## config.mk

```make
export PLATFORM = sky130hd
export DESIGN_NAME = uci_host
export DESIGN_NICKNAME = d
export VERILOG_FILES = /design/src/rtl/uci_host_pkg.sv /design/src/rtl/uci_host_parser.sv /design/src/rtl/uci_host.sv
export SDC_FILE = /design/constraint.sdc
export NUM_CORES = 2
export LEC_CHECK = 0
export CORE_MARGIN = 8
export CORE_UTILIZATION = 55
export DETAILED_ROUTE_END_ITERATION = 12
export HOLD_SLACK_MARGIN = 0.05
export PLACE_DENSITY = 0.71
export SYNTH_ARGS = -nofsm -noshare
export SYNTH_HDL_FRONTEND = slang
export SYNTH_SLANG_ARGS = --single-unit
```

## constraint.sdc

```tcl
create_clock -name clk_in -period 9.2 [get_ports clk_in]
set_clock_uncertainty 0.05 [all_clocks]
set_input_delay 2.76 -clock clk_in [delete_from_list [all_inputs] [get_ports clk_in]]
set_output_delay 2.76 -clock clk_in [all_outputs]
set_load 0.05 [all_outputs]
```

## src/rtl/uci_host_pkg.sv

```systemverilog
// Shared chess/UCI definitions: move encoding, FSM state enums and the
// move <-> ASCII helpers used by the UCI host and its reply parser.
package uci_host_pkg;

    localparam int unsigned COORD_W = 3;
    localparam int unsigned IDX_W   = 5;

    localparam logic [7:0] CHAR_NL = 8'h0A;
    localparam logic [7:0] CHAR_SP = 8'h20;
    localparam logic [7:0] CHAR_A  = 8'h61;
    localparam logic [7:0] CHAR_H  = 8'h68;
    localparam logic [7:0] CHAR_1  = 8'h31;
    localparam logic [7:0] CHAR_8  = 8'h38;

    typedef enum logic [2:0] {
        SPECIAL_NONE       = 3'd0,
        SPECIAL_PROMOTE_N  = 3'd1,
        SPECIAL_PROMOTE_B  = 3'd2,
        SPECIAL_PROMOTE_R  = 3'd3,
        SPECIAL_PROMOTE_Q  = 3'd4,
        SPECIAL_CASTLE     = 3'd5,
        SPECIAL_EN_PASSANT = 3'd6
    } special_t;

    typedef struct packed {
        logic [COORD_W-1:0] col;
        logic [COORD_W-1:0] row;
    } square_t;

    typedef struct packed {
        square_t  src;
        square_t  dst;
        special_t special;
    } move_t;

    typedef struct packed {
        logic  ok;
        move_t mv;
    } parse_t;

    typedef enum logic [2:0] {
        IDLE, TX_POS, TX_MOVE, TX_SEP, TX_NL, TX_GO, WAIT_REPLY
    } tx_state_t;

    typedef enum logic [1:0] {
        LINE_START, MATCH, TOKEN, SKIP
    } rx_state_t;

    // Byte 0 of each string is the first character on the wire.
    localparam logic [0:22][7:0] POS_STR      = "position startpos moves";
    localparam logic [0:8][7:0]  BESTMOVE_STR = "bestmove ";
    localparam logic [IDX_W-1:0] POS_SHORT_LAST = 5'd16;
    localparam logic [IDX_W-1:0] POS_LONG_LAST  = 5'd22;
    localparam logic [3:0]       BESTMOVE_LAST  = 4'd8;

    function automatic logic is_promo(input special_t s);
        is_promo = (s == SPECIAL_PROMOTE_N) || (s == SPECIAL_PROMOTE_B) ||
                   (s == SPECIAL_PROMOTE_R) || (s == SPECIAL_PROMOTE_Q);
    endfunction

    function automatic logic [7:0] promo_char(input special_t s);
        case (s)
            SPECIAL_PROMOTE_N: promo_char = 8'h6E;
            SPECIAL_PROMOTE_B: promo_char = 8'h62;
            SPECIAL_PROMOTE_R: promo_char = 8'h72;
            SPECIAL_PROMOTE_Q: promo_char = 8'h71;
            default:           promo_char = 8'h00;
        endcase
    endfunction

    // Character idx (0..4) of a move in long algebraic notation.
    function automatic logic [7:0] move_char(input move_t m, input logic [2:0] idx);
        case (idx)
            3'd0:    move_char = CHAR_A + 8'(m.src.col);
            3'd1:    move_char = CHAR_1 + 8'(m.src.row);
            3'd2:    move_char = CHAR_A + 8'(m.dst.col);
            3'd3:    move_char = CHAR_1 + 8'(m.dst.row);
            3'd4:    move_char = promo_char(m.special);
            default: move_char = 8'h00;
        endcase
    endfunction

    function automatic logic is_col(input logic [7:0] b);
        is_col = (b >= CHAR_A) && (b <= CHAR_H);
    endfunction

    function automatic logic is_row(input logic [7:0] b);
        is_row = (b >= CHAR_1) && (b <= CHAR_8);
    endfunction

    // Decode a collected token; tok[0] is the first received byte.
    function automatic parse_t parse_token(input logic [4:0][7:0] tok, input logic [2:0] len);
        parse_t r;
        logic   coords_ok;
        coords_ok     = is_col(tok[0]) && is_row(tok[1]) && is_col(tok[2]) && is_row(tok[3]);
        r.mv.src.col  = 3'(tok[0] - CHAR_A);
        r.mv.src.row  = 3'(tok[1] - CHAR_1);
        r.mv.dst.col  = 3'(tok[2] - CHAR_A);
        r.mv.dst.row  = 3'(tok[3] - CHAR_1);
        r.mv.special  = SPECIAL_NONE;
        r.ok          = 1'b0;
        if (len == 3'd4) begin
            r.ok = coords_ok;
        end else if (len == 3'd5) begin
            r.ok = coords_ok;
            case (tok[4])
                8'h6E:   r.mv.special = SPECIAL_PROMOTE_N;
                8'h62:   r.mv.special = SPECIAL_PROMOTE_B;
                8'h72:   r.mv.special = SPECIAL_PROMOTE_R;
                8'h71:   r.mv.special = SPECIAL_PROMOTE_Q;
                default: r.ok = 1'b0;
            endcase
        end
        return r;
    endfunction

endpackage

```

## src/rtl/uci_host_parser.sv

```systemverilog
// Line-oriented parser for engine replies: recognises "bestmove <tok>" and
// reports the decoded token combinationally in the cycle its terminator arrives.
module uci_reply_parser
    import uci_host_pkg::*;
(
    input  logic       clk_in,
    input  logic       rst_in,
    input  logic [7:0] char_in,
    input  logic       char_in_valid,
    output logic       done_c,
    output logic       ok_c,
    output move_t      move_c
);

    rx_state_t       rs_q, rs_d;
    logic [3:0]      midx_q, midx_d;
    logic [2:0]      len_q, len_d;
    logic [4:0][7:0] tok_q, tok_d;
    parse_t          pr;
    logic            is_nl;
    logic            is_term;

    always_comb begin
        rs_d    = rs_q;
        midx_d  = midx_q;
        len_d   = len_q;
        tok_d   = tok_q;
        done_c  = 1'b0;
        ok_c    = 1'b0;
        move_c  = '0;
        pr      = parse_token(tok_q, len_q);
        is_nl   = (char_in == CHAR_NL);
        is_term = is_nl || (char_in == CHAR_SP);
        if (char_in_valid) begin
            case (rs_q)
                LINE_START: begin
                    if (char_in == BESTMOVE_STR[0]) begin
                        rs_d   = MATCH;
                        midx_d = 4'd1;
                    end else if (!is_nl) begin
                        rs_d = SKIP;
                    end
                end
                MATCH: begin
                    if (char_in == BESTMOVE_STR[midx_q]) begin
                        if (midx_q == BESTMOVE_LAST) begin
                            rs_d  = TOKEN;
                            len_d = 3'd0;
                        end else begin
                            midx_d = midx_q + 4'd1;
                        end
                    end else begin
                        rs_d = is_nl ? LINE_START : SKIP;
                    end
                end
                TOKEN: begin
                    if (is_term) begin
                        done_c = 1'b1;
                        ok_c   = pr.ok;
                        move_c = pr.mv;
                        rs_d   = is_nl ? LINE_START : SKIP;
                    end else begin
                        // Length saturates at 6 so over-long tokens stay malformed.
                        if (len_q < 3'd5) tok_d[len_q] = char_in;
                        if (len_q < 3'd6) len_d = len_q + 3'd1;
                    end
                end
                SKIP: begin
                    if (is_nl) rs_d = LINE_START;
                end
                default: rs_d = LINE_START;
            endcase
        end
    end

    always_ff @(posedge clk_in) begin
        if (rst_in) begin
            rs_q   <= LINE_START;
            midx_q <= '0;
            len_q  <= '0;
            tok_q  <= '0;
        end else begin
            rs_q   <= rs_d;
            midx_q <= midx_d;
            len_q  <= len_d;
            tok_q  <= tok_d;
        end
    end

endmodule

```

## src/rtl/uci_host.sv

```systemverilog
// UCI initiator: keeps the game's move history, streams "position ... go" to
// the engine on request and returns the engine's bestmove.
module uci_host
    import uci_host_pkg::*;
#(
    parameter int unsigned MAX_MOVES = 256
) (
    input  logic                           clk_in,
    input  logic                           rst_in,
    input  logic                           new_game,
    input  move_t                          move_in,
    input  logic                           move_in_valid,
    output logic                           move_in_ready,
    input  logic                           go_in,
    output logic                           busy,
    output logic [7:0]                     char_out,
    output logic                           char_out_valid,
    input  logic                           char_out_ready,
    input  logic [7:0]                     char_in,
    input  logic                           char_in_valid,
    output logic                           char_in_ready,
    output move_t                          best_move_out,
    output logic                           best_move_valid,
    output logic                           bad_reply,
    output logic [$clog2(MAX_MOVES+1)-1:0] move_count
);

    localparam int unsigned CNT_W = $clog2(MAX_MOVES + 1);
    localparam int unsigned AW    = (MAX_MOVES > 1) ? $clog2(MAX_MOVES) : 1;
    localparam logic [CNT_W-1:0] MAX_CNT = CNT_W'(MAX_MOVES);

    tx_state_t        state_q, state_d;
    logic [IDX_W-1:0] idx_q, idx_d;
    logic [CNT_W-1:0] ply_q, ply_d;
    logic [CNT_W-1:0] count_q, count_d;
    logic [7:0]       char_q, char_d;
    logic             char_valid_q, char_valid_d;
    logic             busy_q, busy_d;
    logic             in_ready_q, in_ready_d;
    logic             bmv_q, bmv_d;
    logic             bad_q, bad_d;
    move_t            best_q, best_d;
    move_t            hist_rd_q;
    move_t            hist_mem [MAX_MOVES];
    logic             hist_we;
    logic             can_load;
    logic             move_last;
    logic             rx_done_c;
    logic             rx_ok_c;
    move_t            rx_move_c;

    uci_reply_parser u_parser (
        .clk_in        (clk_in),
        .rst_in        (rst_in),
        .char_in       (char_in),
        .char_in_valid (char_in_valid),
        .done_c        (rx_done_c),
        .ok_c          (rx_ok_c),
        .move_c        (rx_move_c)
    );

    // Transmit FSM: a new byte is loaded whenever the output register is free or draining.
    always_comb begin
        state_d      = state_q;
        idx_d        = idx_q;
        ply_d        = ply_q;
        count_d      = count_q;
        char_d       = char_q;
        char_valid_d = char_valid_q && !char_out_ready;
        bmv_d        = 1'b0;
        bad_d        = 1'b0;
        best_d       = best_q;
        hist_we      = 1'b0;
        can_load     = !char_valid_q || char_out_ready;
        move_last    = (idx_q == 5'd4) || ((idx_q == 5'd3) && !is_promo(hist_rd_q.special));
        case (state_q)
            IDLE: begin
                ply_d = '0;
                if (new_game) begin
                    count_d = '0;
                end else if (move_in_valid && in_ready_q) begin
                    hist_we = 1'b1;
                    count_d = count_q + CNT_W'(1);
                end
                if (go_in) begin
                    state_d = TX_POS;
                    idx_d   = '0;
                    if (can_load) begin
                        char_d       = POS_STR[0];
                        char_valid_d = 1'b1;
                        idx_d        = 5'd1;
                    end
                end
            end
            TX_POS: begin
                if (can_load) begin
                    char_d       = POS_STR[idx_q];
                    char_valid_d = 1'b1;
                    idx_d        = idx_q + 5'd1;
                    if ((idx_q == POS_SHORT_LAST) && (count_q == '0)) begin
                        state_d = TX_NL;
                    end else if (idx_q == POS_LONG_LAST) begin
                        state_d = TX_SEP;
                    end
                end
            end
            TX_SEP: begin
                // Ply address advanced on the previous move's last byte, so
                // the synchronous read lands during this separator.
                if (can_load) begin
                    char_d       = CHAR_SP;
                    char_valid_d = 1'b1;
                    idx_d        = '0;
                    state_d      = TX_MOVE;
                end
            end
            TX_MOVE: begin
                if (can_load) begin
                    char_d       = move_char(hist_rd_q, idx_q[2:0]);
                    char_valid_d = 1'b1;
                    idx_d        = idx_q + 5'd1;
                    if (move_last) begin
                        ply_d   = ply_q + CNT_W'(1);
                        state_d = (ply_d < count_q) ? TX_SEP : TX_NL;
                    end
                end
            end
            TX_NL: begin
                if (can_load) begin
                    char_d       = CHAR_NL;
                    char_valid_d = 1'b1;
                    idx_d        = '0;
                    state_d      = TX_GO;
                end
            end
            TX_GO: begin
                if (can_load) begin
                    char_valid_d = 1'b1;
                    idx_d        = idx_q + 5'd1;
                    case (idx_q)
                        5'd0:    char_d = 8'h67;
                        5'd1:    char_d = 8'h6F;
                        default: char_d = CHAR_NL;
                    endcase
                    if (idx_q == 5'd2) state_d = WAIT_REPLY;
                end
            end
            WAIT_REPLY: begin
                if (rx_done_c) begin
                    state_d = IDLE;
                    bmv_d   = rx_ok_c;
                    bad_d   = !rx_ok_c;
                    if (rx_ok_c) best_d = rx_move_c;
                end
            end
            default: state_d = IDLE;
        endcase
        busy_d     = (state_d != IDLE);
        in_ready_d = (state_d == IDLE) && (count_d < MAX_CNT);
    end

    always_ff @(posedge clk_in) begin
        if (rst_in) begin
            state_q      <= IDLE;
            idx_q        <= '0;
            ply_q        <= '0;
            count_q      <= '0;
            char_q       <= '0;
            char_valid_q <= 1'b0;
            busy_q       <= 1'b0;
            in_ready_q   <= 1'b0;
            bmv_q        <= 1'b0;
            bad_q        <= 1'b0;
            best_q       <= '0;
        end else begin
            state_q      <= state_d;
            idx_q        <= idx_d;
            ply_q        <= ply_d;
            count_q      <= count_d;
            char_q       <= char_d;
            char_valid_q <= char_valid_d;
            busy_q       <= busy_d;
            in_ready_q   <= in_ready_d;
            bmv_q        <= bmv_d;
            bad_q        <= bad_d;
            best_q       <= best_d;
        end
    end

    // History RAM with synchronous read.
    always_ff @(posedge clk_in) begin
        if (hist_we) hist_mem[count_q[AW-1:0]] <= move_in;
        hist_rd_q <= hist_mem[ply_q[AW-1:0]];
    end

    assign move_in_ready   = in_ready_q;
    assign busy            = busy_q;
    assign char_out        = char_q;
    assign char_out_valid  = char_valid_q;
    assign char_in_ready   = 1'b1;
    assign best_move_out   = best_q;
    assign best_move_valid = bmv_q;
    assign bad_reply       = bad_q;
    assign move_count      = count_q;

endmodule
```

== Word-level counts from Yosys, hierarchy flattened ==
Memories as Yosys holds them, arrays and structs flattened. A register that Yosys moved wholly into a read port is not among the register bits.
Cells that the tools add are included.

* Bits in registers: 103
* RAM bits: 3840
* ROM bits: 384
* Input port bits: 30
* Output and inout port bits: 38
* Memories kept: 3

* Add/subtract/negate cells: 13
* Order comparisons: 16
* Equality and inequality tests: 54
* Multiplexer cells: 82
* Bitwise gates (word level): 5
* Reduce and logical (&&, ||, !) cells: 48

{| class="wikitable"
|+ Memories
! name !! words !! width !! rd ports !! clocked after memory_dff !! wr ports !! line !! text
|-
| hist_mem || 256 || 15 || 1 || 1 || 1 || uci_host.sv:44 || <nowiki>move_t hist_mem [MAX_MOVES];</nowiki>
|-
| (no name shown) || 32 || 8 || 1 || 0 || 0 || uci_host.sv:97 || <nowiki>char_d = POS_STR[idx_q];</nowiki>
|-
| (no name shown) || 16 || 8 || 1 || 0 || 0 || uci_host_parser.sv:45 || <nowiki>if (char_in == BESTMOVE_STR[midx_q]) begin</nowiki>
|}

{| class="wikitable"
|+ Operators by type and width
! cell !! count
|-
| 8-bit two-way mux || 12
|-
| 3-bit two-way mux || 18
|-
| 8-bit case mux with 6 select lines || 1
|-
| 15-bit two-way mux || 3
|-
| 9-bit two-way mux || 5
|-
| 40-bit bitwise mux || 1
|-
| 8-bit by 7-bit == test with 1-bit output (second input constant) || 5
|-
| 8-bit case mux with 5 select lines || 1
|-
| 7-bit case mux with 4 select lines || 1
|-
| 8-bit demux with 3-bit select || 1
|-
| 3-bit == test (second input constant) || 7
|-
| 3-bit case mux with 7 select lines || 1
|-
| 2-bit inequality test (second input constant) || 10
|-
| 9-bit by 1-bit adder with 9-bit output (second input constant) || 2
|-
| 3-bit by 2-bit == test with 1-bit output (second input constant) || 6
|-
| 9-bit case mux with 2 select lines || 1
|-
| 1-bit two-way mux || 17
|-
| 7-bit by 3-bit adder with 8-bit output (first input constant) || 2
|-
| 8-bit by 6-bit greater-or-equal comparator with 1-bit output (second input constant) || 2
|-
| 8-bit by 7-bit greater-or-equal comparator with 1-bit output (second input constant) || 2
|-
| 8-bit by 6-bit <= comparator with 1-bit output (second input constant) || 2
|-
| 8-bit by 7-bit <= comparator with 1-bit output (second input constant) || 2
|-
| 2-bit by 1-bit inequality test with 1-bit output (second input constant) || 8
|-
| 5-bit two-way mux || 3
|-
| 55 further kinds || 105
|}

== Logic depth before layout (Yosys ltp) ==
* Depth after elaboration: 12
* Mapped depth: 14
* Depth with buffers taken out: 12

== Cells and area by module ==
Synthesis repeated with hierarchy kept, for this count alone.

* Cell total of the unflattened synthesis: 7189
* Area, all modules: 153299.5 um^2

{| class="wikitable"
|+ Modules (own cells, without submodules)
! module !! instances !! cells an instance !! area each (um^2) !! seq. area each (um^2)
|-
| uci_host || 1 || 6865 || 150496.8 || 116671.9
|-
| uci_reply_parser || 1 || 324 || 2802.7 || 980.9
|}

== Least setup slack after synthesis ==
OpenSTA, ideal clock, no wires.

* Kind: in2reg
* Start point: input port move_in_valid
* End point: memory hist_mem[191][0] in the netlist's numbering (enable)
* Library setup time: 426 ps
* Data arrival time: 4994 ps
* Required time: 8724 ps
* Setup slack: 3730 ps
* Cell stages on the path: 4
* Buffers on the path: 1
* Cell sequence: nand2_1 or3_1 clkbuf_1 nor4_1

* Cells in the longest elaborated chain, start to end: 6

{| class="wikitable"
|+ RTL lines
! what !! line !! text
|-
| start: declaration || uci_host.sv:12 || <nowiki>input logic move_in_valid,</nowiki>
|-
| 1-bit logical AND || uci_host.sv:81 || <nowiki>end else if (move_in_valid && in_ready_q) begin</nowiki>
|-
| 1-bit two-way mux || uci_host.sv:81 ||
|-
| 1-bit two-way mux || uci_host.sv:79 || <nowiki>if (new_game) begin</nowiki>
|-
| 1-bit two-way mux || uci_host.sv:76 || <nowiki>case (state_q)</nowiki>
|-
| 1-bit two-way mux || uci_host.sv:192 || <nowiki>if (hist_we) hist_mem[count_q[AW-1:0]] <= move_in;</nowiki>
|-
| 1-bit two-way mux (implied by the code) || uci_host.sv:192 ||
|-
| end: declaration || uci_host.sv:44 ||
|}

No other way between the ends.

== Worst setup path in the final report ==
* Start point: input port move_in_valid
* End point: memory hist_mem[121][8] in the netlist's numbering (enable)

The elaborated chain is that of the path after synthesis.

==> impl_results.md <==
* Post-DRT Antenna Nets at 0
* Grt ovf at 0
* Resize count post-CTS at 0
* WS Path Type: primary input to register
* Clock share of power at 43.9%
* Global-route wire length before repair at 573000 um
* LEAKAGE at ~52 nW
* Commonest non-fill, non-tap cell in the layout: edfxtp_1
* H-tree levels at 5
* Vias in the first global route at 77900
* Placed cell area at 160000 um^2
* Detailed Route Iter0 Violations at between 10000 and 15000
* Drt drc at 0
* Routed WL at 404000 um
* Crit Path Max Fanout at 15
* Worst reg2reg setup slack at 3970 ps
* Final slew viol count at 1
* Number of buffers inserted by port buffering at 65
* Asr flop ratio synth at 0%
* Sequential Power Share at a little over half
* Setup-failing EPs final at 0
* PwrDens at 210 nW/um^2
* Via count at around 80000
* Max VDD drop at 0.177 mV
* Critical Path RT at 9690 ps
* Layout cell share with drive strength beyond 1 at 22.2%
* Hold Path Stages at 2
* Setup TNS Final at 0 ps
* Crit path DAT at 7160 ps
* GRT Resource Usage Total at between 20% and 30%
* DIE HEIGHT at 544 um
* Die ar. at ~300000 um^2
* Hold path startpoint: best_move_out[11]
* Worst Hold Path EP: best_move_out[11]
* Post-synth EDFFs at 3840
* Post-synthesis cell type count at 86
* Die width at 544 um
* Fin nets at roughly 7900
* Post-CTS setup buffer count at 0
* Sw Share at 20.1%
* Period utilization at between 70 and 80%
* Final min period at 6660 ps
* Min Hold Slack at 424 ps
* F_max at 150 MHz
* Via/cell ratio at ~6.7
* IO Pins at 68
* Failing checks: capacitance limit, slew limit
* Yosys reg bits at 3957
* Status: finished, violations left
* Placed cells at 11200
* CTS tree: built
* Total of max-cap violations at 1
* Final Hold Vio Count at 0
* Multi-input logic area at roughly 34000 um^2
* Synth Flop Type: edfxtp_1
* Post-route cell area at 173000 um^2
* Register Area at between 100000 and 150000 um^2
* Post-Synthesis Cells at 7516
* Worst-case clock buffer depth at 4
* Crit path capture type: register
* Clock buffers created by TritonCTS at 388
* Placer Congestion at 0.918
* Filler cell count in the final layout at 18700
* Syn_nets at 7591
* Row count at 194
* Clk sinks at 3957
* Slew HR at -0.436%
* Clock transition at path regs at 60 ps
* Power Internal at 0.0290 W
* R2R cell count at 6
* Initial Util at around 55%
* Worst-Skew Late Latency at 940 ps
* Core area at 278000 um^2
* NetSw at 0.00730 W
* Slew @ Worst Pin at 1500 ps
* Synthesized cell area at about 150000 um^2
* Logic pwr share at under 10%
* Worst Hold Class: register to register
* Post-synthesis sequential area ratio at 76.8%
* Largest net degree at the start of global routing at around 160
* Ys Warns at 0
* Most frequent cells in the layout: 3840 x edfxtp_1, 824 x mux4_2, 389 x clkbuf_16, 385 x nor2_1, 355 x mux2i_1
* Detailed placer's ending HPWL at 239000 um
* P&R area growth vs syn at 12.6%
* RSZ-0062 raised after global routing: no
* Startpoint Class: primary input
* Post-DR wirelength/cell at 34.0 um
* Initial antenna violation count at 30
* FF-to-FF Start: state_q[2]
* Syn avg cell area at 20.4 um^2
* Non-Filler Instances at 11900
* Post-CTS Hold Buffers at 0
* Clk root buf: clkbuf_16
* TritonRoute pass-1 iters at 6
* Worst flop-to-flop path endpoint: hist_mem[121][8]
cell usage after synthesis (all sizes together) (8+ instances only):
master   count  share of area (%)
a2111oi     11              0.079
a211oi      48               0.24
a21o         8              0.039
a21oi      225               0.73
a221oi       8              0.046
a22oi      260                1.3
a2bb2oi     15              0.086
a31oi       38               0.16
and2        18              0.073
and3        12              0.049
buf        165               0.51
clkbuf     298               0.73
dfxtp      117                1.5
edfxtp    3840                 75
ha          45               0.37
inv         43               0.11
mux2        10              0.073
mux2i      355                2.3
mux4       824                 12
nand2      117               0.29
nand2b      24              0.098
nand3       45               0.15
nand4       17              0.069
nor2       393               0.96
nor2b       31               0.13
nor3        59               0.20
nor3b       17              0.083
nor4        57               0.23
o211ai       9              0.044
o21ai       62               0.20
o221ai      89               0.51
o22ai       71               0.29
o2bb2ai     20               0.11
o31ai       21               0.10
or2          9              0.037
or3         18              0.073
or4         13              0.066
xor2         9              0.051
worst max-delay path by stage:
| stage | startpoint | end | slack, ps | cells after the start |
|---|---|---|---|---|
| detailed placement | move_in_valid | hist_mem[121][10] | 1780 | 7 |
| CTS | move_in_valid | hist_mem[121][6] | 2760 | 7 |
| global route | move_in_valid | hist_mem[111][3] | 2550 | 7 |
| finish | move_in_valid | hist_mem[121][8] | 2540 | 7 |
| global placement | move_in_valid | hist_mem[121][8] | 1840 | 7 |
| floorplan | move_in_valid | hist_mem[191][0] | 3730 | 4 |
kinds of logic after synthesis:
| kind of cell | after synthesis | share of synthesized area (%) |
|---|---|---|
| AO/OA/AOI/OAI | 948 | 4.28 |
| XOR/XNOR | 15 | 0.0857 |
| adder cells (fa/ha/maj) | 45 | 0.367 |
| buffers and inverters | 507 | 1.35 |
| flip-flops | 3957 | 76.8 |
| multiplexers | 1189 | 14.5 |
| other | 2 | 0.00490 |
| AND/OR/NAND/NOR | 853 | 2.63 |
power by group through the flow:
| stage | Combinational [W] | Clock (W) | Sequential [W] |
|---|---|---|---|
| finish | 0.000566 | 0.0159 | 0.0198 |
| detailed placement | 0.000563 | 0 | 0.0202 |
| floorplan | 0.000118 | 0 | 0.0202 |
| global placement | 0.000541 | 0 | 0.0202 |
| CTS | 0.000561 | 0.0161 | 0.0198 |
| global route | 0.000591 | 0.0167 | 0.0198 |
state kept, by name, summed over array words and instances, names as in the netlist, 2 cells and up:
register / count
u_parser.tok_q: 40
u_parser.rs_q: 2
char_out: 7
u_parser.len_q: 3
state_q: 3
hist_mem: 3840
best_move_out: 15
idx_q: 5
move_count: 9
ply_q: 9
u_parser.midx_q: 4
hist_rd_q: 15
cell type report:
| type | instances | share of cell area [%] |
|---|---|---|
| clock inverters | 244 | 1.60 |
| inverters | 44 | 0.0971 |
| diodes | 13 | 0.0188 |
| well taps | 3724 | 2.70 |
| flip-flops and latches | 3957 | 68.2 |
| repair buffers | 394 | 2.01 |
| clock buffers | 465 | 5.82 |
| multi-input cells | 3052 | 19.6 |
per-layer routing:
metal	vias to the layer above	share of wire [%]	global-route usage [%]	wire (um)
met2	5410	46	40.9	185000
li1	32100	-	-	-
met5	-	0.040	0	160
met1	41200	37	37.4	149000
met3	965	13	7.25	51000
met4	20	4.8	10.8	19600
through the flow:
stage / power [W] / util, % / setup slack (ps)
2_1_floorplan: 0.0203 / - / 3730
3_3_place_gp: 0.0207 / 57.4 / 1840
3_5_place_dp: 0.0207 / 57.4 / 1780
4_1_cts: 0.0364 / 62.0 / 2760
5_1_grt: 0.0371 / 62.0 / 2550
6_report: 0.0363 / 62.0 / 2540
critical path, stage by stage:
cell	delay, ps
clkdlybuf4s50_1	570
nand2_1	150
nor3_2	700
nand2_1	220
nor2_1	780
nand2_1	740
nor2_1	1220
Power figures use the tool's default switching activity.
